--- config.mk ---
export PLATFORM = sky130hd
export DESIGN_NAME = ordering_shift_node
export DESIGN_NICKNAME = d
export VERILOG_FILES = /design/src/rtl/replica_pkg.sv /design/src/rtl/ordering_bank_ram.sv /design/src/rtl/ordering_shift_node.sv
export SDC_FILE = /design/constraint.sdc
export NUM_CORES = 2
export LEC_CHECK = 0
export CAP_MARGIN = 5
export CORE_MARGIN = 3
export CORE_UTILIZATION = 61
export DETAILED_ROUTE_END_ITERATION = 8
export PLACE_DENSITY = 0.78
export SYNTH_ARGS = -nofsm -noshare
export SYNTH_HDL_FRONTEND = slang
export SYNTH_SLANG_ARGS = --single-unit
--- constraint.sdc ---
create_clock -name clk -period 9.2 [get_ports clk]
set_input_delay 1.38 -clock clk [delete_from_list [all_inputs] [get_ports clk]]
set_output_delay 1.38 -clock clk [all_outputs]
set_load 0.05 [all_outputs]
--- src/rtl/replica_pkg.sv ---
// Shared types for the replica-exchange ring: ordering word layout, ordering
// depth and the state encoding of the ordering shift node.
package replica_pkg;

  localparam int city_div        = 16;
  localparam int city_div_log    = 4;
  localparam int city_w          = 7;
  localparam int cities_per_word = 8;

  typedef logic [cities_per_word-1:0][city_w-1:0] replica_data_t;

  typedef enum logic [1:0] {
    ST_IDLE    = 2'd0,
    ST_SEND    = 2'd1,
    ST_WAIT_IN = 2'd2,
    ST_COMMIT  = 2'd3
  } ordering_shift_state_t;

endpackage

--- src/rtl/ordering_bank_ram.sv ---
// Two-bank ordering store: one write port, registered send and local read ports.
// The array itself is not reset; only the read registers are.
module ordering_bank_ram
  import replica_pkg::*;
#(
  parameter int DEPTH = city_div,
  parameter int AW    = city_div_log
) (
  input  logic          clk,
  input  logic          reset,
  input  logic          wr_en,
  input  logic          wr_bank,
  input  logic [AW-1:0] wr_addr,
  input  replica_data_t wr_data,
  input  logic          snd_en,
  input  logic          snd_bank,
  input  logic [AW-1:0] snd_addr,
  output replica_data_t snd_data,
  input  logic          loc_bank,
  input  logic [AW-1:0] loc_addr,
  output replica_data_t loc_data
);

  replica_data_t mem [0:1][0:DEPTH-1];
  replica_data_t snd_d, snd_q;
  replica_data_t loc_d, loc_q;

  // Array write, no reset on the storage
  always_ff @(posedge clk) begin
    if (wr_en) begin
      mem[wr_bank][wr_addr] <= wr_data;
    end
  end

  // Read muxing; the send port reads zero when idle so out_data rests at 0
  always_comb begin
    loc_d = mem[loc_bank][loc_addr];
    if (snd_en) begin
      snd_d = mem[snd_bank][snd_addr];
    end else begin
      snd_d = '0;
    end
  end

  // Read data registers
  always_ff @(posedge clk or negedge reset) begin
    if (!reset) begin
      snd_q <= '0;
      loc_q <= '0;
    end else begin
      snd_q <= snd_d;
      loc_q <= loc_d;
    end
  end

  assign snd_data = snd_q;
  assign loc_data = loc_q;

endmodule

--- src/rtl/ordering_shift_node.sv ---
// Per-replica ordering store: streams the committed ordering out on each
// exchange, captures the incoming one into the shadow bank and commits it.
module ordering_shift_node
  import replica_pkg::*;
#(
  parameter int CITY_DIV     = city_div,
  parameter int CITY_DIV_LOG = city_div_log
) (
  input  logic                    clk,
  input  logic                    reset,
  input  logic                    exchange_shift,
  input  logic                    exchange_keep,
  input  logic                    in_valid,
  input  replica_data_t           in_data,
  output logic                    out_valid,
  output replica_data_t           out_data,
  input  logic [CITY_DIV_LOG-1:0] rd_addr,
  output replica_data_t           rd_data,
  output logic                    busy,
  output logic                    done,
  output logic                    err_overrun,
  output logic                    err_collision
);

  localparam logic [CITY_DIV_LOG:0]   CNT_FULL = (CITY_DIV_LOG+1)'(CITY_DIV);
  localparam logic [CITY_DIV_LOG:0]   CNT_ONE  = (CITY_DIV_LOG+1)'(1);
  localparam logic [CITY_DIV_LOG-1:0] IDX_LAST = CITY_DIV_LOG'(CITY_DIV - 1);
  localparam logic [CITY_DIV_LOG-1:0] IDX_ONE  = CITY_DIV_LOG'(1);

  ordering_shift_state_t   state_q, state_d;
  logic                    keep_q, keep_d;
  logic                    act_sel_q, act_sel_d;
  logic [CITY_DIV_LOG-1:0] idx_q, idx_d;
  logic [CITY_DIV_LOG:0]   cnt_q, cnt_d;
  logic                    out_valid_q, out_valid_d;
  logic                    busy_q, busy_d;
  logic                    done_q, done_d;
  logic                    err_overrun_q, err_overrun_d;
  logic                    err_collision_q, err_collision_d;

  logic                    start_s;
  logic [CITY_DIV_LOG:0]   cnt_base_s;
  logic                    wr_en_s;
  logic                    snd_en_s;
  logic [CITY_DIV_LOG-1:0] snd_addr_s;

  // Exchange sequencing and commit
  always_comb begin
    state_d         = state_q;
    keep_d          = keep_q;
    act_sel_d       = act_sel_q;
    idx_d           = idx_q;
    start_s         = 1'b0;
    case (state_q)
      ST_IDLE: begin
        if (exchange_shift) begin
          start_s = 1'b1;
          keep_d  = exchange_keep;
          idx_d   = '0;
          state_d = ST_SEND;
        end else begin
          state_d = ST_IDLE;
        end
      end
      ST_SEND: begin
        idx_d = idx_q + IDX_ONE;
        if (idx_q == IDX_LAST) begin
          if (keep_q) begin
            state_d = ST_IDLE;
          end else if (cnt_q == CNT_FULL) begin
            state_d = ST_COMMIT;
          end else begin
            state_d = ST_WAIT_IN;
          end
        end else begin
          state_d = ST_SEND;
        end
      end
      ST_WAIT_IN: begin
        if (cnt_q == CNT_FULL) begin
          state_d = ST_COMMIT;
        end else begin
          state_d = ST_WAIT_IN;
        end
      end
      ST_COMMIT: begin
        act_sel_d = ~act_sel_q;
        state_d   = ST_IDLE;
      end
      default: begin
        state_d = ST_IDLE;
      end
    endcase

    if (exchange_shift && (state_q != ST_IDLE)) begin
      err_collision_d = 1'b1;
    end else begin
      err_collision_d = err_collision_q;
    end
  end

  // Shadow capture; an accepted shift restarts the count before this cycle's word
  always_comb begin
    if (start_s) begin
      cnt_base_s = '0;
    end else begin
      cnt_base_s = cnt_q;
    end
    cnt_d         = cnt_base_s;
    wr_en_s       = 1'b0;
    err_overrun_d = err_overrun_q;
    if (in_valid) begin
      if (cnt_base_s == CNT_FULL) begin
        err_overrun_d = 1'b1;
      end else begin
        wr_en_s = 1'b1;
        cnt_d   = cnt_base_s + CNT_ONE;
      end
    end else begin
      cnt_d = cnt_base_s;
    end
  end

  // Send read addressing runs one word ahead of the registered out_data
  always_comb begin
    snd_en_s    = (state_d == ST_SEND);
    out_valid_d = (state_d == ST_SEND);
    busy_d      = (state_d != ST_IDLE);
    done_d      = (state_q != ST_IDLE) && (state_d == ST_IDLE);
    if (state_q == ST_SEND) begin
      snd_addr_s = idx_q + IDX_ONE;
    end else begin
      snd_addr_s = '0;
    end
  end

  // State and output registers
  always_ff @(posedge clk or negedge reset) begin
    if (!reset) begin
      state_q         <= ST_IDLE;
      keep_q          <= 1'b0;
      act_sel_q       <= 1'b0;
      idx_q           <= '0;
      cnt_q           <= '0;
      out_valid_q     <= 1'b0;
      busy_q          <= 1'b0;
      done_q          <= 1'b0;
      err_overrun_q   <= 1'b0;
      err_collision_q <= 1'b0;
    end else begin
      state_q         <= state_d;
      keep_q          <= keep_d;
      act_sel_q       <= act_sel_d;
      idx_q           <= idx_d;
      cnt_q           <= cnt_d;
      out_valid_q     <= out_valid_d;
      busy_q          <= busy_d;
      done_q          <= done_d;
      err_overrun_q   <= err_overrun_d;
      err_collision_q <= err_collision_d;
    end
  end

  ordering_bank_ram #(
    .DEPTH (CITY_DIV),
    .AW    (CITY_DIV_LOG)
  ) u_bank (
    .clk      (clk),
    .reset    (reset),
    .wr_en    (wr_en_s),
    .wr_bank  (~act_sel_q),
    .wr_addr  (cnt_base_s[CITY_DIV_LOG-1:0]),
    .wr_data  (in_data),
    .snd_en   (snd_en_s),
    .snd_bank (act_sel_q),
    .snd_addr (snd_addr_s),
    .snd_data (out_data),
    .loc_bank (act_sel_q),
    .loc_addr (rd_addr),
    .loc_data (rd_data)
  );

  assign out_valid     = out_valid_q;
  assign busy          = busy_q;
  assign done          = done_q;
  assign err_overrun   = err_overrun_q;
  assign err_collision = err_collision_q;

endmodule

==> results.md <==
* Initial core utilization at 0.615
* Clock Latency Late Sink at 0.84 ns
* Initial antenna violation count at 12
* H-tree depth at 4
* Power Dens Cells at approximately 340 mW/mm^2
* GPL Wtd Cong at 0.836
* Initial DRC Count at 7,246
* Post-DP HPWL at 126 mm
* Synth warn at 0
* Top FF cell, synth: edfxtp_1
* Placement Setup Slack at approximately 3.6 ns
* Hold crit path type: reg -> reg
* R2r startpoint: idx_q[0]
* Startpoint Class: flip-flop
* Largest net degree at the start of global routing at around 150
* GRT overflow at 0
* Chip width at 381 microns
* Area share of the largest cell type after synthesis at 0.626
* DRT antenna net count at 0
* F_max at 0.191 GHz
* Final period utilization at 0.569
* Post-CTS Setup Inserts at 0
* Core ar. at 0.140 sq mm
* CP startpoint: idx_q[0]
* Setup ws final at about 4 ns
* Status: complete, no violations
* # IOs at 182
* First-pass GRT wire length at 343 mm
* Area grow syn2layout at 11.8%
* Post-synthesis sequential area ratio at 0.664
* Syn_area_per_cell at 20.4 sq um
* Post-route cell area at 0.0960 sq mm
* DIE AREA at between 0.1 and 0.15 sq mm
* Max Slew Vio Count at 0
* # Max-Cap Violations at 0
* # port buffers at around 180
* Crit-path max FO at 46
* Flop2flop setup slack at 3.96 ns
* Die height at approximately 380 microns
* WP data arrival at 5.98 ns
* Post-CTS Resized at 0
* Routed wire length at 238 mm
* VDD IR max at 762 uV
* Gr usage total at 0.330
* Slew @ Worst Pin at approximately 1.2 ns
* Hold Crit Endpoint: err_overrun
* Clock tree buffer depth at 3
* R2r worst-path depth at 8
* HP Start: err_overrun
* Syn Nets at 4,290
* Total iterations of the first detailed-routing run at 8
* # clock sinks at around 1,900
* Synth cell types at 57
* Slew Limit Headroom at 0.176
* CTS buffer count at around 190
* Vias at 48,700
* Placement Rows at 137
* Via density per instance at roughly 7.6
* Area after DPL at around 0.09 sq mm
* Post-synth top area cell: edfxtp_1
* Worst-path clk slew at 0.06 ns
* CTS tree: built
* Crit Path Category: reg -> reg
* Hold_buf cts at 0
* Final setup fails at 0
* Worst flop-to-flop path endpoint: u_bank.snd_data[2]
* Final hold vios at 0
* Clk root buf: clkbuf_16
* Final net count at 4,418
* Mapped Area at 0.0859 sq mm
* Pleak at 0.0302 uW
* Hold depth at 1
* Post-layout min period at between 5 and 6 ns
* Post-synth EDFFs at 1,792
* Mapped Cells at roughly 4,200
* Setup Skew at between 0.03 and 0.04 ns
* Per-cell routed wire length at 37.3 microns
* # DRC at 0
* Setup TNS at 0 ns
* Yosys reg bits at 1,922
* RSZ-0062 raised after global routing: false
* Ys async rst share at 0.0676
* CP endpoint kind: flip-flop
* Vias in the first global route at approximately 49,000
* CP Data Required Time at 9.94 ns
* Synth top area cells: edfxtp_1 63%, mux4_2 23%, dfrtp_1 3.8%
* Ratio of cells with drive above 1 in the final layout at 0.310
## cells in the final DEF, fill, tap and decap left out, drive strengths merged, types with 34 or more instances in the layout
master	instances
clkinv	61
a22oi	110
clkbuf	266
a211oi	34
clkdlybuf4s50	176
nand2	225
dfrtp	130
nand3	48
a31oi	51
a311oi	34
mux2	78
mux4	892
edfxtp	1792
buf	96
nor2	58
mux2i	110
and2	69
## how the worst max path moves through the flow
stage,end,slack (ns),cells past startpoint
2_1_floorplan,u_bank.mem[0][224],1.26,6
3_3_place_gp,u_bank.mem[1][200],3.62,6
3_5_place_dp,u_bank.mem[0][138],3.60,6
4_1_cts,u_bank.snd_data[2],4.14,8
5_1_grt,u_bank.snd_data[29],3.95,8
6_report,u_bank.snd_data[2],3.96,8
## kinds of logic after synthesis
logic type	Yosys count	synth area share
compound gates	404	0.0348
xor+xnor	7	0.000714
fa+ha+maj	5	0.000728
buf+inv	344	0.0180
flops	1922	0.664
mux	1080	0.257
simple gates	458	0.0247
## synthesized netlist by cell type (4+ instances only)
cell / number
a2111oi_0: 33
a211oi_1: 34
a21boi_1: 6
a21oi_1: 33
a221oi_1: 8
a22oi_1: 110
a311oi_1: 34
a31o_1: 33
a31oi_1: 51
and2_1: 68
and3_1: 16
buf_1: 18
buf_2: 130
buf_4: 13
buf_6: 6
clkbuf_1: 169
dfrtp_1: 130
edfxtp_1: 1792
ha_1: 5
inv_1: 6
mux2_1: 4
mux2_2: 74
mux2i_1: 110
mux4_2: 892
nand2_1: 225
nand2b_1: 4
nand3_1: 48
nand4_1: 17
nor2_1: 56
nor3_1: 4
o211ai_1: 30
o21ai_0: 14
o31ai_1: 5
xor2_1: 4
## routing by layer
metal / vias to the layer above / GRT usage / part of all wire
met4: 10 / 0.134 / 0.043
met2: 3993 / 0.505 / 0.47
met3: 627 / 0.0874 / 0.13
li1: 18500 / - / -
met5: - / 0 / 0.00027
met1: 25600 / 0.462 / 0.35
## final cells by class
type / count / area (sq um)
timing repair buffer: 273 / 2630
clock inverter: 90 / 992
sequential: 1922 / 57100
tap: 1876 / 2350
fill: 8357 / 43700
clock buffer: 265 / 5310
inverter: 8 / 30.0
antenna: 5 / 12.5
multi-input combinational: 1954 / 27600
## registers in the layout, indices dropped and copies added (netlist names), 2 cells and up
signal,count
state_q,2
idx_q,4
u_bank.loc_data,56
cnt_q,5
u_bank.mem,1792
u_bank.snd_data,56
## power by group
part           switching, uW  internal, uW  leakage [uW]
Clock                   3300          4490       0.00306
Sequential               473         10400        0.0177
Combinational           8370          5410       0.00944
## critical path, stage by stage, from the launching register on
cell	delay [ns]
dfrtp_4	1.01
ha_1	0.65
nand3b_1	0.56
nor2_4	1.01
buf_4	0.84
buf_4	0.50
a22oi_1	0.12
a31o_1	0.28
a31oi_1	0.16
## through the flow
stage	util	power (uW)	hold slack, ns	instances
2_1_floorplan	-	20100	0.474	4220
3_3_place_gp	0.642	24400	0.446	6033
3_5_place_dp	0.642	24500	0.458	6033
4_1_cts	0.687	32300	0.480	6388
5_1_grt	0.687	33400	0.507	6390
6_report	0.687	32400	0.470	6393
Power figures use the tool's default switching activity.
